<file path="src/rtl/common_gnss_types_pkg.sv">
// common_gnss_types_pkg: shared GNSS types, including acquisition scheduler state/result records.
package common_gnss_types_pkg;
    localparam int WORD_W = 32;
    localparam int L1CA_CODE_MOD = 4092;
    typedef logic [WORD_W-1:0] word_t;
    typedef logic [4:0] sv_t;
    typedef enum logic [2:0] {IDLE, SELECT, DWELL, DRAIN, EVAL, REPORT, DONE, ABORT} acq_state_t;
    typedef struct packed {
        sv_t         sv;
        logic        detect;
        logic [3:0]  hits;
        word_t       acc;
        logic [11:0] code;
        logic [4:0]  dop;
        logic        timeout;
    } acq_result_t;
    // {found, index} of the lowest set bit
    function automatic logic [5:0] lowest_set(input logic [31:0] m);
        lowest_set = '0;
        for (int i = 31; i >= 0; i--)
            if (m[i]) lowest_set = {1'b1, 5'(i)};
    endfunction
endpackage

</file>
<file path="src/rtl/l1ca_code_dist.sv">
// l1ca_code_dist: registered wrap-around code-index distance test against CODE_TOL.
module l1ca_code_dist
    import common_gnss_types_pkg::*;
#(
    parameter int CODE_MOD = L1CA_CODE_MOD,
    parameter int CODE_TOL = 2
) (
    input  logic        clk,
    input  logic        rst,
    input  logic        en,
    input  logic [11:0] a,
    input  logic [11:0] b,
    output logic        near
);
    logic [12:0] diff;
    logic [12:0] wrap;
    assign diff = (a >= b) ? 13'(a - b) : 13'(b - a);
    assign wrap = 13'(CODE_MOD) - diff;
    always_ff @(posedge clk or posedge rst)
        if (rst) near <= 1'b0;
        else if (en) near <= diff <= 13'(CODE_TOL) || (diff <= 13'(CODE_MOD) && wrap <= 13'(CODE_TOL));
endmodule

</file>
<file path="src/rtl/l1ca_acq_sched.sv">
// l1ca_acq_sched: sweeps enabled PRNs through one search engine with an M-of-N dwell consistency test.
// Define L1CA_ACQ_TIMEOUT_EN to bound engine drain and abort waits by TIMEOUT_CYC.
module l1ca_acq_sched
    import common_gnss_types_pkg::*;
#(
    parameter int ACC_W = 32,
    parameter int DOP_W = 5,
    parameter int DWELL_SAMPLES = 19200,
    parameter int N_DWELL = 3,
    parameter int M_HITS = 2,
    parameter int CODE_MOD = L1CA_CODE_MOD,
    parameter int CODE_TOL = 2
`ifdef L1CA_ACQ_TIMEOUT_EN
    , parameter int TIMEOUT_CYC = 1000000
`endif
) (
    input  logic             clk,
    input  logic             rst,
    input  logic             go,
    input  logic             abort,
    input  logic [31:0]      sv_mask,
    input  logic [ACC_W-1:0] thresh,
    output logic             eng_start,
    output logic [4:0]       eng_sv,
    input  logic             eng_busy,
    input  logic [ACC_W-1:0] eng_acc,
    input  logic [11:0]      eng_code,
    input  logic [DOP_W-1:0] eng_dop,
    output logic             res_valid,
    output logic [4:0]       res_sv,
    output logic             res_detect,
    output logic [3:0]       res_hits,
    output logic [ACC_W-1:0] res_acc,
    output logic [11:0]      res_code,
    output logic [DOP_W-1:0] res_dop,
    output logic             res_timeout,
    output logic             busy,
    output logic             done
);
    acq_state_t       state;
    acq_state_t       state_nx;
    logic [31:0]      cnt;
    logic [31:0]      mask_q;
    logic [ACC_W-1:0] thr_q;
    logic [3:0]       dwell_q;
    logic [3:0]       hits_q;
    logic [11:0]      ref_code;
    logic [DOP_W-1:0] ref_dop;
    logic [ACC_W-1:0] best_acc;
    logic [11:0]      best_code;
    logic [DOP_W-1:0] best_dop;
    logic [ACC_W-1:0] cap_acc;
    logic [11:0]      cap_code;
    logic [DOP_W-1:0] cap_dop;
    acq_result_t      res_q;
    logic [5:0]       pick;
    logic             cap_en;
    logic             tmo;
    logic             near;
    logic             hit;
    logic             counted;
    logic             better;
    logic             detect;
    logic             giveup;
    logic [3:0]       hits_nx;
    logic [3:0]       dwell_nx;
    logic [ACC_W-1:0] best_acc_nx;
    logic [11:0]      best_code_nx;
    logic [DOP_W-1:0] best_dop_nx;

    assign pick = lowest_set(mask_q);
    assign cap_en = state == DRAIN && cnt >= 32'd2 && !eng_busy;
`ifdef L1CA_ACQ_TIMEOUT_EN
    assign tmo = (state == DRAIN || state == ABORT) && cnt >= 32'(TIMEOUT_CYC);
`else
    assign tmo = 1'b0;
`endif

    // the distance flag is registered on the capture edge so it is ready during EVAL
    l1ca_code_dist #(.CODE_MOD(CODE_MOD), .CODE_TOL(CODE_TOL)) u_dist (
        .clk (clk),
        .rst (rst),
        .en  (cap_en),
        .a   (eng_code),
        .b   (ref_code),
        .near(near)
    );

    assign hit = cap_acc >= thr_q;
    assign counted = hit && (hits_q == '0 || (cap_dop == ref_dop && near));
    assign better = counted && (hits_q == '0 || cap_acc > best_acc);
    assign hits_nx = hits_q + 4'(counted);
    assign dwell_nx = dwell_q + 4'd1;
    assign detect = hits_nx == 4'(M_HITS);
    assign giveup = {1'b0, hits_nx} + 5'(N_DWELL) - {1'b0, dwell_nx} < 5'(M_HITS);
    assign best_acc_nx = better ? cap_acc : best_acc;
    assign best_code_nx = better ? cap_code : best_code;
    assign best_dop_nx = better ? cap_dop : best_dop;

    assign res_sv = res_q.sv;
    assign res_detect = res_q.detect;
    assign res_hits = res_q.hits;
    assign res_acc = ACC_W'(res_q.acc);
    assign res_code = res_q.code;
    assign res_dop = DOP_W'(res_q.dop);
    assign res_timeout = res_q.timeout;

    always_ff @(posedge clk or posedge rst)
        if (rst) state <= IDLE;
        else state <= state_nx;

    always_comb begin
        state_nx = state;
        busy = state != IDLE && state != DONE;
        done = state == DONE;
        res_valid = state == REPORT;
        case (state)
            IDLE:    if (go) state_nx = (sv_mask == '0) ? DONE : SELECT;
            SELECT:  state_nx = pick[5] ? DWELL : DONE;
            DWELL:   if (cnt == 32'(DWELL_SAMPLES)) state_nx = DRAIN;
            DRAIN:   if (cap_en) state_nx = EVAL; else if (tmo) state_nx = REPORT;
            EVAL:    state_nx = (detect || giveup) ? REPORT : DWELL;
            REPORT:  state_nx = SELECT;
            DONE:    state_nx = IDLE;
            ABORT:   if (!eng_busy || tmo) state_nx = DONE;
            default: state_nx = IDLE;
        endcase
        if (abort && state != IDLE && state != DONE && state != ABORT) state_nx = ABORT;
    end

    always_ff @(posedge clk or posedge rst) begin
        if (rst) begin
            cnt <= '0;
            eng_start <= 1'b0;
            eng_sv <= '0;
            mask_q <= '0;
            thr_q <= '0;
            dwell_q <= '0;
            hits_q <= '0;
            ref_code <= '0;
            ref_dop <= '0;
            best_acc <= '0;
            best_code <= '0;
            best_dop <= '0;
            cap_acc <= '0;
            cap_code <= '0;
            cap_dop <= '0;
            res_q <= '0;
        end else begin
            // per-state cycle counter, saturating so a long drain never wraps
            cnt <= (state_nx != state) ? '0 : cnt + 32'(cnt != '1);
            eng_start <= state == DWELL && state_nx == DWELL;
            if (state == IDLE && go) begin
                mask_q <= sv_mask;
                thr_q <= thresh;
            end
            if (state == SELECT) begin
                if (pick[5]) eng_sv <= pick[4:0];
                dwell_q <= '0;
                hits_q <= '0;
                ref_code <= '0;
                ref_dop <= '0;
                best_acc <= '0;
                best_code <= '0;
                best_dop <= '0;
            end
            if (cap_en) begin
                cap_acc <= eng_acc;
                cap_code <= eng_code;
                cap_dop <= eng_dop;
            end
            if (state == EVAL) begin
                dwell_q <= dwell_nx;
                hits_q <= hits_nx;
                if (counted && hits_q == '0) begin
                    ref_code <= cap_code;
                    ref_dop <= cap_dop;
                end
                best_acc <= best_acc_nx;
                best_code <= best_code_nx;
                best_dop <= best_dop_nx;
                if (detect || giveup) begin
                    res_q.sv <= eng_sv;
                    res_q.detect <= detect;
                    res_q.hits <= hits_nx;
                    res_q.acc <= word_t'(detect ? best_acc_nx : cap_acc);
                    res_q.code <= detect ? best_code_nx : cap_code;
                    res_q.dop <= 5'(detect ? best_dop_nx : cap_dop);
                    res_q.timeout <= 1'b0;
                end
            end
            if (state == DRAIN && !cap_en && tmo) begin
                res_q <= '0;
                res_q.sv <= eng_sv;
                res_q.timeout <= 1'b1;
            end
            if (state == REPORT) mask_q[eng_sv] <= 1'b0;
        end
    end
endmodule

</file>
<file path="config.mk">
export PLATFORM = sky130hd
export DESIGN_NAME = l1ca_acq_sched
export DESIGN_NICKNAME = d
export VERILOG_FILES = /design/src/rtl/common_gnss_types_pkg.sv /design/src/rtl/l1ca_code_dist.sv /design/src/rtl/l1ca_acq_sched.sv
export SDC_FILE = /design/constraint.sdc
export NUM_CORES = 1
export LEC_CHECK = 0
export CAP_MARGIN = 0
export CORE_MARGIN = 2
export CORE_UTILIZATION = 40
export DETAILED_ROUTE_END_ITERATION = 16
export PLACE_DENSITY = 0.69
export SLEW_MARGIN = 20
export SYNTH_ARGS = -nofsm -noshare
export SYNTH_HDL_FRONTEND = slang
export SYNTH_SLANG_ARGS = --single-unit
export TNS_END_PERCENT = 100
</file>
<file path="constraint.sdc">
create_clock -name clk -period 9.96 [get_ports clk]
set_input_delay 0.996 -clock clk [delete_from_list [all_inputs] [get_ports clk]]
set_output_delay 0.996 -clock clk [all_outputs]
set_load 0.01 [all_outputs]
</file>
; Word level (Yosys, flattened, before mapping)
; Index checks and enable logic that the tools add are counted.
[totals]
register_bits = 288
in_bits = 118
word_cells = 152
output_inout_bits = 69
[classes]
n_reduce_logical = 26
order_cmp = 10
addsub = 8
eq_ne = 15
n_bitwise = 2
mux = 68
[ops]
columns = cell, count
row1 = 32-bit 2-to-1 mux, 7
row2 = 6-bit 2-to-1 mux, 32
row3 = 12-bit 2-to-1 mux, 7
row4 = 5-bit 2-to-1 mux, 7
row5 = 32-bit by 1-bit adder with 32-bit output, 1
row6 = 32-bit AND, 1
row7 = 32-bit by 15-bit equality test with 1-bit output (second input constant), 1
row8 = 32-bit by 2-bit greater-or-equal comparator with 1-bit output (second input constant), 1
row9 = 32-bit greater-or-equal comparator, 1
row10 = 32-bit greater-than comparator, 1
row11 = 32-bit zero test, 1
row12 = 32-bit != test (second input constant), 1
row13 = 32-bit NOT, 1
row14 = 13-bit by 2-bit less-or-equal comparator with 1-bit output (second input constant), 2
row15 = 12-bit by 12-bit subtractor with 13-bit output, 2
row16 = 3-bit 2-to-1 mux, 8
row17 = 3-bit one-hot mux with 8 select lines, 1
row18 = 1-bit logical AND, 14
row19 = 13-bit by 12-bit less-or-equal comparator with 1-bit output (second input constant), 1
row20 = 13-bit 2-to-1 mux, 1
row21 = 12-bit by 13-bit subtractor with 13-bit output (first input constant), 1
row22 = 3-bit equality test (second input constant), 4
row23 = 12-bit greater-or-equal comparator, 1
row24 = 4-bit 2-to-1 mux, 3
row25 = 22 further kinds, 29

; Longest topological paths before layout
; Gate-level depths: netlist of run 1.
[logic_depth]
word_depth = 37
mapped_depth = 27
ltp_nobuf = 26

; By module
; From an unflattened synthesis of run 1, not the netlist that was laid out.
[hier_totals]
hier_cells = 1691
area_unflattened_um2 = 15874.0
[modules_own_cells]
columns = module, instances, cells_per_inst, area_per_inst_um2, seq_area_each_um2
row1 = l1ca_acq_sched, 1, 1501, 14450.1, 7181.9
row2 = l1ca_code_dist, 1, 190, 1423.9, 25.0

; Worst setup path after synthesis of run 1
; Ideal clock, no wire load.
[synth_path]
path_kind = register to register
start = reg cap_acc[0]
end = reg res_q (netlist bit res_acc[0])
arrival_ps = 4884
path_buffers = 3
synth_period_minus_slack_ps = 4949
required_ps = 9895
path_stages_with_launch = 27
slack_ps = 5011
setup_ps = 65
path_cell_list = dfrtp_1 -> inv_1 -> ha_1 -> nand2b_1 -> a21o_1 -> a21o_1 -> a21oi_1 -> o21ai_0 -> o31ai_1 -> a21o_1 -> inv_1 -> ha_1 -> ha_1 -> xnor2_1 -> ha_1 -> inv_1 -> ha_1 -> a21o_1 -> a21oi_1 -> xnor2_1 -> a41oi_1 -> nand2b_1 -> clkbuf_1 -> nand2b_1 -> buf_2 -> buf_1 -> o221a_2
[synth_via]
elab_chain_len = 8
word_cells_on_any_way = 14
cone_classes = add/sub (3) / order compare (3) / eq/ne (1) / mux (2) / reduce/logical (5)
[synth_lines]
columns = item, line_no
row1 = "start, declared", l1ca_acq_sched.sv:52  ; logic [ACC_W-1:0] cap_acc;
row2 = "start signal, assigned", l1ca_acq_sched.sv:168  ; cap_acc <= eng_acc;
row3 = 32-bit greater-or-equal comparator, l1ca_acq_sched.sv:89  ; assign hit = cap_acc >= thr_q;
row4 = 1-bit logical AND, l1ca_acq_sched.sv:90  ; assign counted = hit && (hits_q == '0 || (cap_dop == ref_dop && near));
row5 = 4-bit by 1-bit adder with 4-bit output, l1ca_acq_sched.sv:92  ; assign hits_nx = hits_q + 4'(counted);
row6 = 4-bit by 2-bit adder with 5-bit output, l1ca_acq_sched.sv:95  ; assign giveup = {1'b0, hits_nx} + 5'(N_DWELL) - {1'b0, dwell_nx} < 5'(M_HITS);
row7 = 5-bit by 4-bit subtractor with 5-bit output, l1ca_acq_sched.sv:95
row8 = 5-bit by 2-bit less-than comparator with 1-bit output, l1ca_acq_sched.sv:95
row9 = 1-bit logical OR, l1ca_acq_sched.sv:182  ; if (detect || giveup) begin
row10 = 2-bit AND reduction (no source line), n/a
row11 = "end, declared", l1ca_acq_sched.sv:55  ; acq_result_t res_q;
; Several ways; a longest one is shown, not always the timed one.
; A chain may end at the register's enable or synchronous reset.

; Worst setup path after layout of run 1
[layout_path]
start = reg cap_acc[0]
end = reg cnt[10]
[layout_via]
elab_chain_len = 12
word_cells_on_any_way = 13
cone_classes = add/sub (3) / order compare (2) / eq/ne (2) / mux (4) / reduce/logical (2)
[layout_lines]
columns = item, line_no
row1 = 32-bit greater-or-equal comparator *, l1ca_acq_sched.sv:89
row2 = 1-bit logical AND *, l1ca_acq_sched.sv:90
row3 = 4-bit by 1-bit adder with 4-bit output *, l1ca_acq_sched.sv:92
row4 = 4-bit by 2-bit adder with 5-bit output, l1ca_acq_sched.sv:95
row5 = 5-bit by 4-bit subtractor with 5-bit output, l1ca_acq_sched.sv:95
row6 = 5-bit by 2-bit less-than comparator with 1-bit output, l1ca_acq_sched.sv:95
row7 = 1-bit logical OR *, l1ca_acq_sched.sv:122  ; EVAL: state_nx = (detect || giveup) ? REPORT : DWELL;
row8 = 3-bit 2-to-1 mux *, l1ca_acq_sched.sv:122
row9 = 3-bit one-hot mux with 8 select lines *, l1ca_acq_sched.sv:117  ; case (state)
row10 = 3-bit 2-to-1 mux *, l1ca_acq_sched.sv:128  ; if (abort && state != IDLE && state != DONE && state != ABORT) state_nx = ABORT;
row11 = named net state_nx[2], l1ca_acq_sched.sv:41  ; acq_state_t state_nx;
row12 = 3-bit != test *, l1ca_acq_sched.sv:151  ; cnt <= (state_nx != state) ? '0 : cnt + 32'(cnt != '1);
row13 = 32-bit 2-to-1 mux *, l1ca_acq_sched.sv:151
row14 = "end signal, assigned", l1ca_acq_sched.sv:151
row15 = "end, declared", l1ca_acq_sched.sv:42  ; logic [31:0] cnt;
; Mark *: on every way through the listed nets, which the timed path passes. The rest lies on a longest branch.

==> results of run 1 <==
cells in the final DEF (no fill, tap or decap), types with 53 or more instances in the layout:
| master | netlist | layout |
|---|---|---|
| o31ai_1 | 53 | 53 |
| nor2_1 | 87 | 86 |
| inv_1 | 116 | 115 |
| nand2b_1 | 58 | 55 |
| o21ai_0 | 99 | 99 |
| clkdlybuf4s50_1 | 0 | 185 |
| ha_1 | 102 | 102 |
| nand2_1 | 193 | 193 |
| a21oi_1 | 70 | 69 |
| dfrtp_1 | 288 | 288 |
critical path, cell delays in order, from the launching register on:
cell and delay, ns:
dfrtp_1 0.39, inv_1 0.08, ha_1 0.26, nand2b_1 0.14, a21o_1 0.17, a21o_1 0.19
a21oi_1 0.16, o21ai_0 0.11, o31ai_1 0.55, a21o_1 0.25, inv_1 0.08, ha_1 0.20
ha_1 0.23, xnor2_1 0.24, ha_1 0.30, inv_1 0.07, ha_1 0.22, a21o_1 0.16
a21oi_1 0.17, xnor2_1 0.11, a41oi_1 0.35, nor2_1 0.09, o31ai_1 0.23, nand2_1 0.12
xnor2_1 0.21, nand2_1 0.61, nor2_1 0.31
kinds of logic (layout without fill, tap and decap cells):
logic type | Yosys count | after routing | share of synthesized area (%)
compound gates | 379 | 379 | 17.26
flops | 288 | 288 | 46.07
xor+xnor | 53 | 53 | 2.967
mux | 78 | 78 | 5.351
buf+inv | 195 | 376 | 4.839
fa+ha+maj | 105 | 105 | 8.543
other cells | 1 | 3 | 0.02397
simple gates | 487 | 487 | 14.94
registers in the layout (all words and copies together), names as in the netlist:
signal,count
best_dop,5
hits_q,4
dwell_q,4
res_acc,32
u_dist.near,1
res_code,12
cap_dop,5
thr_q,32
state,3
mask_q,32
res_sv,5
eng_sv,5
best_acc,32
cap_acc,32
best_code,12
cnt,32
ref_dop,5
res_hits,4
eng_start,1
res_detect,1
ref_code,12
cap_code,12
res_dop,5
path summary, 6_finish.rpt:
path                            slack, ns                       to  depth (start not counted)               startpoint
max in group asynchronous            7.56   res_acc[6]$_DFFE_PP0P_                          3                      rst
min in group asynchronous            1.06    thr_q[29]$_DFFE_PP0P_                          2                      rst
worst min register to register       0.49  res_hits[3]$_DFFE_PP0P_                          2  res_hits[3]$_DFFE_PP0P_
worst max-delay path                 3.87        cnt[10]$_DFF_PP0_                         26   cap_acc[0]$_DFFE_PP0P_
worst max register to register       3.87        cnt[10]$_DFF_PP0_                         26   cap_acc[0]$_DFFE_PP0P_
worst min-delay path                 0.49  res_hits[3]$_DFFE_PP0P_                          2  res_hits[3]$_DFFE_PP0P_
layer usage:
metal | vias to the layer above | share of wire (%) | global-route usage, %
met5 | - | 0 | 0
met4 | 0 | 2.9 | 6.618
met3 | 80 | 5.7 | 3.142
met2 | 344 | 46 | 32.99
met1 | 6101 | 45 | 28.82
li1 | 5938 | - | -
power groups by stage:
stage               logic (W)  clock network, W  registers [W]
global route          0.00207           0.00132        0.00191
finish                0.00185           0.00124        0.00186
floorplan             0.00120                 0        0.00179
global placement      0.00180                 0        0.00186
CTS                   0.00185           0.00127        0.00186
detailed placement    0.00184                 0        0.00188
area by class of cell:
class | count | area, µm² | share of cell area [%]
multi-input combinational | 1103 | 7732 | 40.42
sequential | 288 | 7207 | 37.67
timing repair buffer | 199 | 1981 | 10.35
clock buffer | 46 | 955.9 | 4.997
tap | 518 | 648.1 | 3.388
inverter | 116 | 442.9 | 2.315
clock inverter | 15 | 157.7 | 0.8241
antenna | 2 | 5.005 | 0.02616
through the flow:
stage / utilization [%] / instance area [µm²] / hold WS, ns
after floorplan: - / 15640 / 0.4523
after global placement: 46.52 / 17980 / 0.4727
after detailed placement: 46.52 / 17980 / 0.4782
after CTS: 49.40 / 19090 / 0.4913
after global routing: 49.50 / 19130 / 0.5327
final: 49.50 / 19130 / 0.4856
==> metrics.md, run 1 <==
| Metric | Value |
|---|---|
| Fin Clk Skew | 0.02270 ns |
| Initial antenna violation count | 2 |
| LEAKAGE | 8.592 nW |
| Post-Place Cells | 2223 |
| Clock tree from TritonCTS | yes |
| Setup Buffers After CTS | 0 |
| Sequential-to-total area share from yosys stat | 46.07% |
| Clock buffer depth | 3 |
| Post-synth top cells | dfrtp_1 (288), nand2_1 (193), inv_1 (116) |
| Biggest area consumer among synthesized cells | dfrtp_1 |
| DP HPWL | 28.92 mm |
| CP Class | reg2reg |
| Power share of the combinational group | 37.3% |
| Yosys reg bits | 288 |
| Slew at the pin closest to its max-slew limit | 1.078 ns |
| Global-route wire length before repair | 68.25 mm |
| Setup_tns | 0 ns |
| Number of synthesized flops with an enable pin | 0 |
| Most frequent cell after synthesis | dfrtp_1 |
| DRC Markers | 0 |
| CP endpoint kind | register |
| Clock Tree Root | clkbuf_16 |
| Port bufs | 185 |
| CORE AREA | 38650 µm² |
| H-tree depth | 2 |
| Synth unique cells | 69 |
| Mapped Avg Cell Area | 9.863 µm² |
| Maxcap violations | 0 |
| Worst hold path type | reg2reg |
| RSZ-0062 raised after global routing | false |
| VDD IR max | 0.1257 mV |
| Seq pwr share | 37.7% |
| Layout Nets | 1965 |
| Final Max Tran Viols | 0 |
| Vias per cell | 5.449 |
| FMAX | 164.1 MHz |
| Worst slack, placed | 3.910 ns |
| Via Count | 12460 |
| Die area | 40710 µm² |
| Synth Cell Area | 15640 µm² |
| Synth Flop Type | dfrtp_1 |
| Resized cells post-CTS | 0 |
| Synthesis-to-finish area growth | 22.29% |
| Share of the synthesized area in the top cell type | 46.07% |
| Synth area leaders | dfrtp_1 (46%), ha_1 (8.2%), nand2_1 (4.6%) |
| Vias in the first global route | 12740 |
| Die W | 201.8 µm |
| Post-Syn Instances | 1586 |
| Drt total wl | 41.85 mm |
| Number of CTS-inserted buffers | 34 |
| Clock tree sinks | 288 |
| Final period util | 61.19% |
| Switching Power | 0.001782 W |
| Final setup vio count | 0 |
| Final hold violations | 0 |
| Clock Pin Slew Worst Setup and Hold Paths | 0.06 ns |
| Non-Filler Instances | 2287 |
| TritonRoute pass-1 iters | 5 |
| Largest net degree at the start of global routing | 132 |
| Tmin final | 6.094 ns |
| Worst Path Arrival | 6.51 ns |
| Ratio of cells with drive above 1 in the final layout | 10.53% |
| Final Power | 0.004949 W |
| Worst Path Max Fanout | 30 |
| Fill cells | 3548 |
| Startpoint Class | register |
| DRT iter0 DRCs | 809 |
| Clk pwr share | 25.0% |
| P_int | 0.003167 W |
| CP required | 10.38 ns |
| GRT overflow | 0 |
| Cell Rows | 72 |
| PwrDens | 258.7 nW/µm² |
| Slew headroom | 27.52% |
| Total GRT Usage | 20.64% |
| I/O pin cnt | 187 |
| Ys async rst share | 100.0% |
| Post-Syn Nets | 1809 |
| GP Congestion | 0.8557 |
| Yosys warns | 0 |
| Die height | 201.8 µm |
| Starting Density | 40.48% |
| Outcome | finished clean |
| Final setup margin | 3.866 ns |
| Antenna Nets Post-Route | 0 |
| Sw Share | 36.00% |
| Post-CTS Hold Buffers | 0 |
| Clk_lat worst skew | 0.52 ns |
| Wire per inst | 18.30 µm |
No activity file was read; power rests on OpenSTA's default activity.
==> run 2: changes to the inputs <==
PLACE_DENSITY = 0.72   (was 0.69)
clock period = 5 ns   (was 9.96 ns; I/O delays follow)
==> run 2 against run 1 <==
The flow now finishes with violations (setup timing). Cell count increased by 2.8%. Maximum frequency increased by 21%. Die area unchanged. Setup slack got worse by 3.9 ns. Hold slack got worse by 0.13 ns. First-iteration DRC count decreased by 4.1%. Critical endpoint is now cnt[3]$_DFF_PP0_.
==> metrics.md, run 2 (same netlist as run 1, synthesis figures left out) <==
| Metric | Value |
|---|---|
| Antenna Nets Post-Route | 0 (unchanged) |
| Clk_lat worst skew | 0.52 ns (about the same) |
| DRC Markers | 0 (unchanged) |
| Vias per cell | 5.450 (about the same) |
| Starting Density | 40.48% (unchanged) |
| Initial antenna violation count | 0 (-2) |
| Layout Nets | 2034 (+3.5%) |
| Tmin final | 5.040 ns (-1.054 ns) |
| Maxcap violations | 0 (unchanged) |
| DRT iter0 DRCs | 776 (-4.1%) |
| Slew at the pin closest to its max-slew limit | 1.140 ns (+0.06140 ns) |
| Metal2 WL | 20.03 mm (+3.8%) |
| Failing checks | setup timing |
| I/O pin cnt | 187 (unchanged) |
| Final setup margin | -0.04039 ns (-3.906 ns) |
| Clock Tree Root | clkbuf_16 |
| Clock buffer depth | 3 (unchanged) |
| CP Class | reg2reg |
| Die area | 40710 µm² (unchanged) |
| Port bufs | 185 (unchanged) |
| TritonRoute pass-1 iters | 5 (unchanged) |
| Die W | 201.8 µm (unchanged) |
| Met3 routed WL | 2.232 mm (-6.4%) |
| Worst Path Max Fanout | 7 (-77%) |
| PwrDens | 528.6 nW/µm² (+100%) |
| FMAX | 198.4 MHz (+21%) |
| GP Congestion | 0.8978 (+4.9%) |
| CP endpoint kind | register |
| CP required | 5.44 ns (-4.94 ns) |
| M1 WL | 19.45 mm (+2.7%) |
| Global-route wire length before repair | 69.33 mm (+1.6%) |
| Total GRT Usage | 20.93% (+0.29 points) |
| Slew headroom | 23.39% (-4.1 points) |
| Outcome | finished, violations left |
| RSZ-0062 raised after global routing | true |
| Final setup vio count | 26 (+26) |
| Worst Path Arrival | 5.48 ns (-1.03 ns) |
| Worst hold path type | in2async |
| Number of CTS-inserted buffers | 34 (unchanged) |
| Wire per inst | 18.16 µm (-0.76%) |
| CORE AREA | 38650 µm² (unchanged) |
| Die height | 201.8 µm (unchanged) |
| Fin Hold WS | 0.3574 ns (-0.1281 ns) |
| Final Max Tran Viols | 0 (unchanged) |
| Post-Place Cells | 2277 (+2.4%) |
| Antenna fix cells | 0 (-2) |
| DP HPWL | 29.78 mm (+3.0%) |
| Final period util | 100.8% (+40 points) |
| Clock Pin Slew Worst Setup and Hold Paths | 0.06 ns (about the same) |
| Via Count | 12810 (+2.8%) |
| Most frequent cells in the layout | dfrtp_1 (288), nand2_1 (192), clkdlybuf4s50_1 (185) |
| Final hold violations | 0 (unchanged) |
| Synthesis-to-finish area growth | 28.33% |
| Uppermost layer routed | met4 |
| Final Cell Area | 20070 µm² (+4.9%) |
| Most common cell after layout, fill and taps aside | dfrtp_1 |
| Area after DPL | 18470 µm² (+2.7%) |
| H-tree depth | 2 (unchanged) |
| Non-Filler Instances | 2351 (+2.8%) |
| Post-CTS Hold Buffers | 0 (unchanged) |
| Vias in the first global route | 13110 (+2.9%) |
| GRT overflow | 0 (unchanged) |
| Startpoint Class | register |
| Clock tree from TritonCTS | yes |
| Fin Clk Skew | 0.02572 ns (+0.003022 ns) |
| Cell Rows | 72 (unchanged) |
| Clock tree sinks | 288 (unchanged) |
| Fill cells | 3393 (-4.4%) |
| Post-layout util | 51.94% (+2.4 points) |
| Largest net degree at the start of global routing | 80 (-39%) |
| Drt total wl | 42.69 mm (+2.0%) |
| Ratio of cells with drive above 1 in the final layout | 16.26% (+5.7 points) |
| VDD IR max | 0.2762 mV (+120%) |
| LEAKAGE | 9.019 nW (+5.0%) |
run 2: cell type report:
class	count	area (µm²)	area share, %
clock inverter	6	76.32	0.3802
sequential	288	7207	35.90
multi-input combinational	1103	8045	40.08
timing repair buffer	268	2650	13.20
inverter	116	439.2	2.188
clock buffer	52	1008	5.024
tap	518	648.1	3.229
run 2: worst paths after layout:
kind                                         startpoint                       to  slack (ns)  depth (start not counted)
worst max-delay path            cap_acc[21]$_DFFE_PP0P_         cnt[3]$_DFF_PP0_       -0.04                         26
min in group clk                res_hits[3]$_DFFE_PP0P_  res_hits[3]$_DFFE_PP0P_        0.49                          2
max in group asynchronous                           rst  cap_code[6]$_DFFE_PP0P_        3.48                          4
worst min register to register  res_hits[3]$_DFFE_PP0P_  res_hits[3]$_DFFE_PP0P_        0.49                          2
worst min-delay path                                rst  res_acc[16]$_DFFE_PP0P_        0.36                          2
worst max register to register  cap_acc[21]$_DFFE_PP0P_         cnt[3]$_DFF_PP0_       -0.04                         26
run 2: per-stage QoR:
stage | setup TNS, ns | setup WS [ns] | total power (W)
finish | -0.5227 | -0.04039 | 0.01061
global route | -8.938 | -0.2879 | 0.01130
floorplan | 0 | 0.05090 | 0.005959
CTS | 0 | 0.002853 | 0.01044
detailed placement | -16.98 | -0.3273 | 0.007676
global placement | -5.202 | -0.1259 | 0.007550
run 2: timing repair:
| item | 4_1_cts | 5_1_grt |
|---|---|---|
| endpoints found under the setup margin | 90 | 87 |
| buffers inserted | 4 | 9 |
| gates cloned | 2 | 1 |
| pin swaps | 15 | 41 |
| resized for setup | 24 | 52 |
| endpoints found under the hold margin | 0 | 0 |
run 2: report_power, final:
part	total (W)	switching [W]	internal, W	leakage (nW)
sequential	0.00367	0.000634	0.00304	3.77
clock	0.00241	0.000966	0.00144	0.528
combinational	0.00453	0.00220	0.00233	4.72
total	0.0106	0.00380	0.00681	9.02
run 2: critical path, stage by stage (launching register included):
cell	delay (ns)
dfrtp_1	0.38
ha_1	0.32
nand4_1	0.23
nor4_4	0.37
o211ai_1	0.16
o21ai_1	0.25
o31ai_4	0.12
a21o_1	0.22
inv_2	0.09
ha_4	0.14
ha_4	0.14
xnor2_2	0.08
ha_1	0.30
inv_1	0.05
ha_1	0.26
a21o_1	0.18
a21oi_2	0.17
xnor2_2	0.10
a41oi_2	0.26
nor2_1	0.09
o31ai_1	0.20
nand2_1	0.14
xnor2_2	0.19
nand2_2	0.11
buf_12	0.15
clkbuf_16	0.17
nor2_1	0.08
run 2: layer usage:
layer  GRT usage [%]  vias to the layer above
met5               0                        -
met4           5.935                        0
met3           3.061                       63
met2           34.22                      353
met1           28.96                     6315
li1                -                     6081
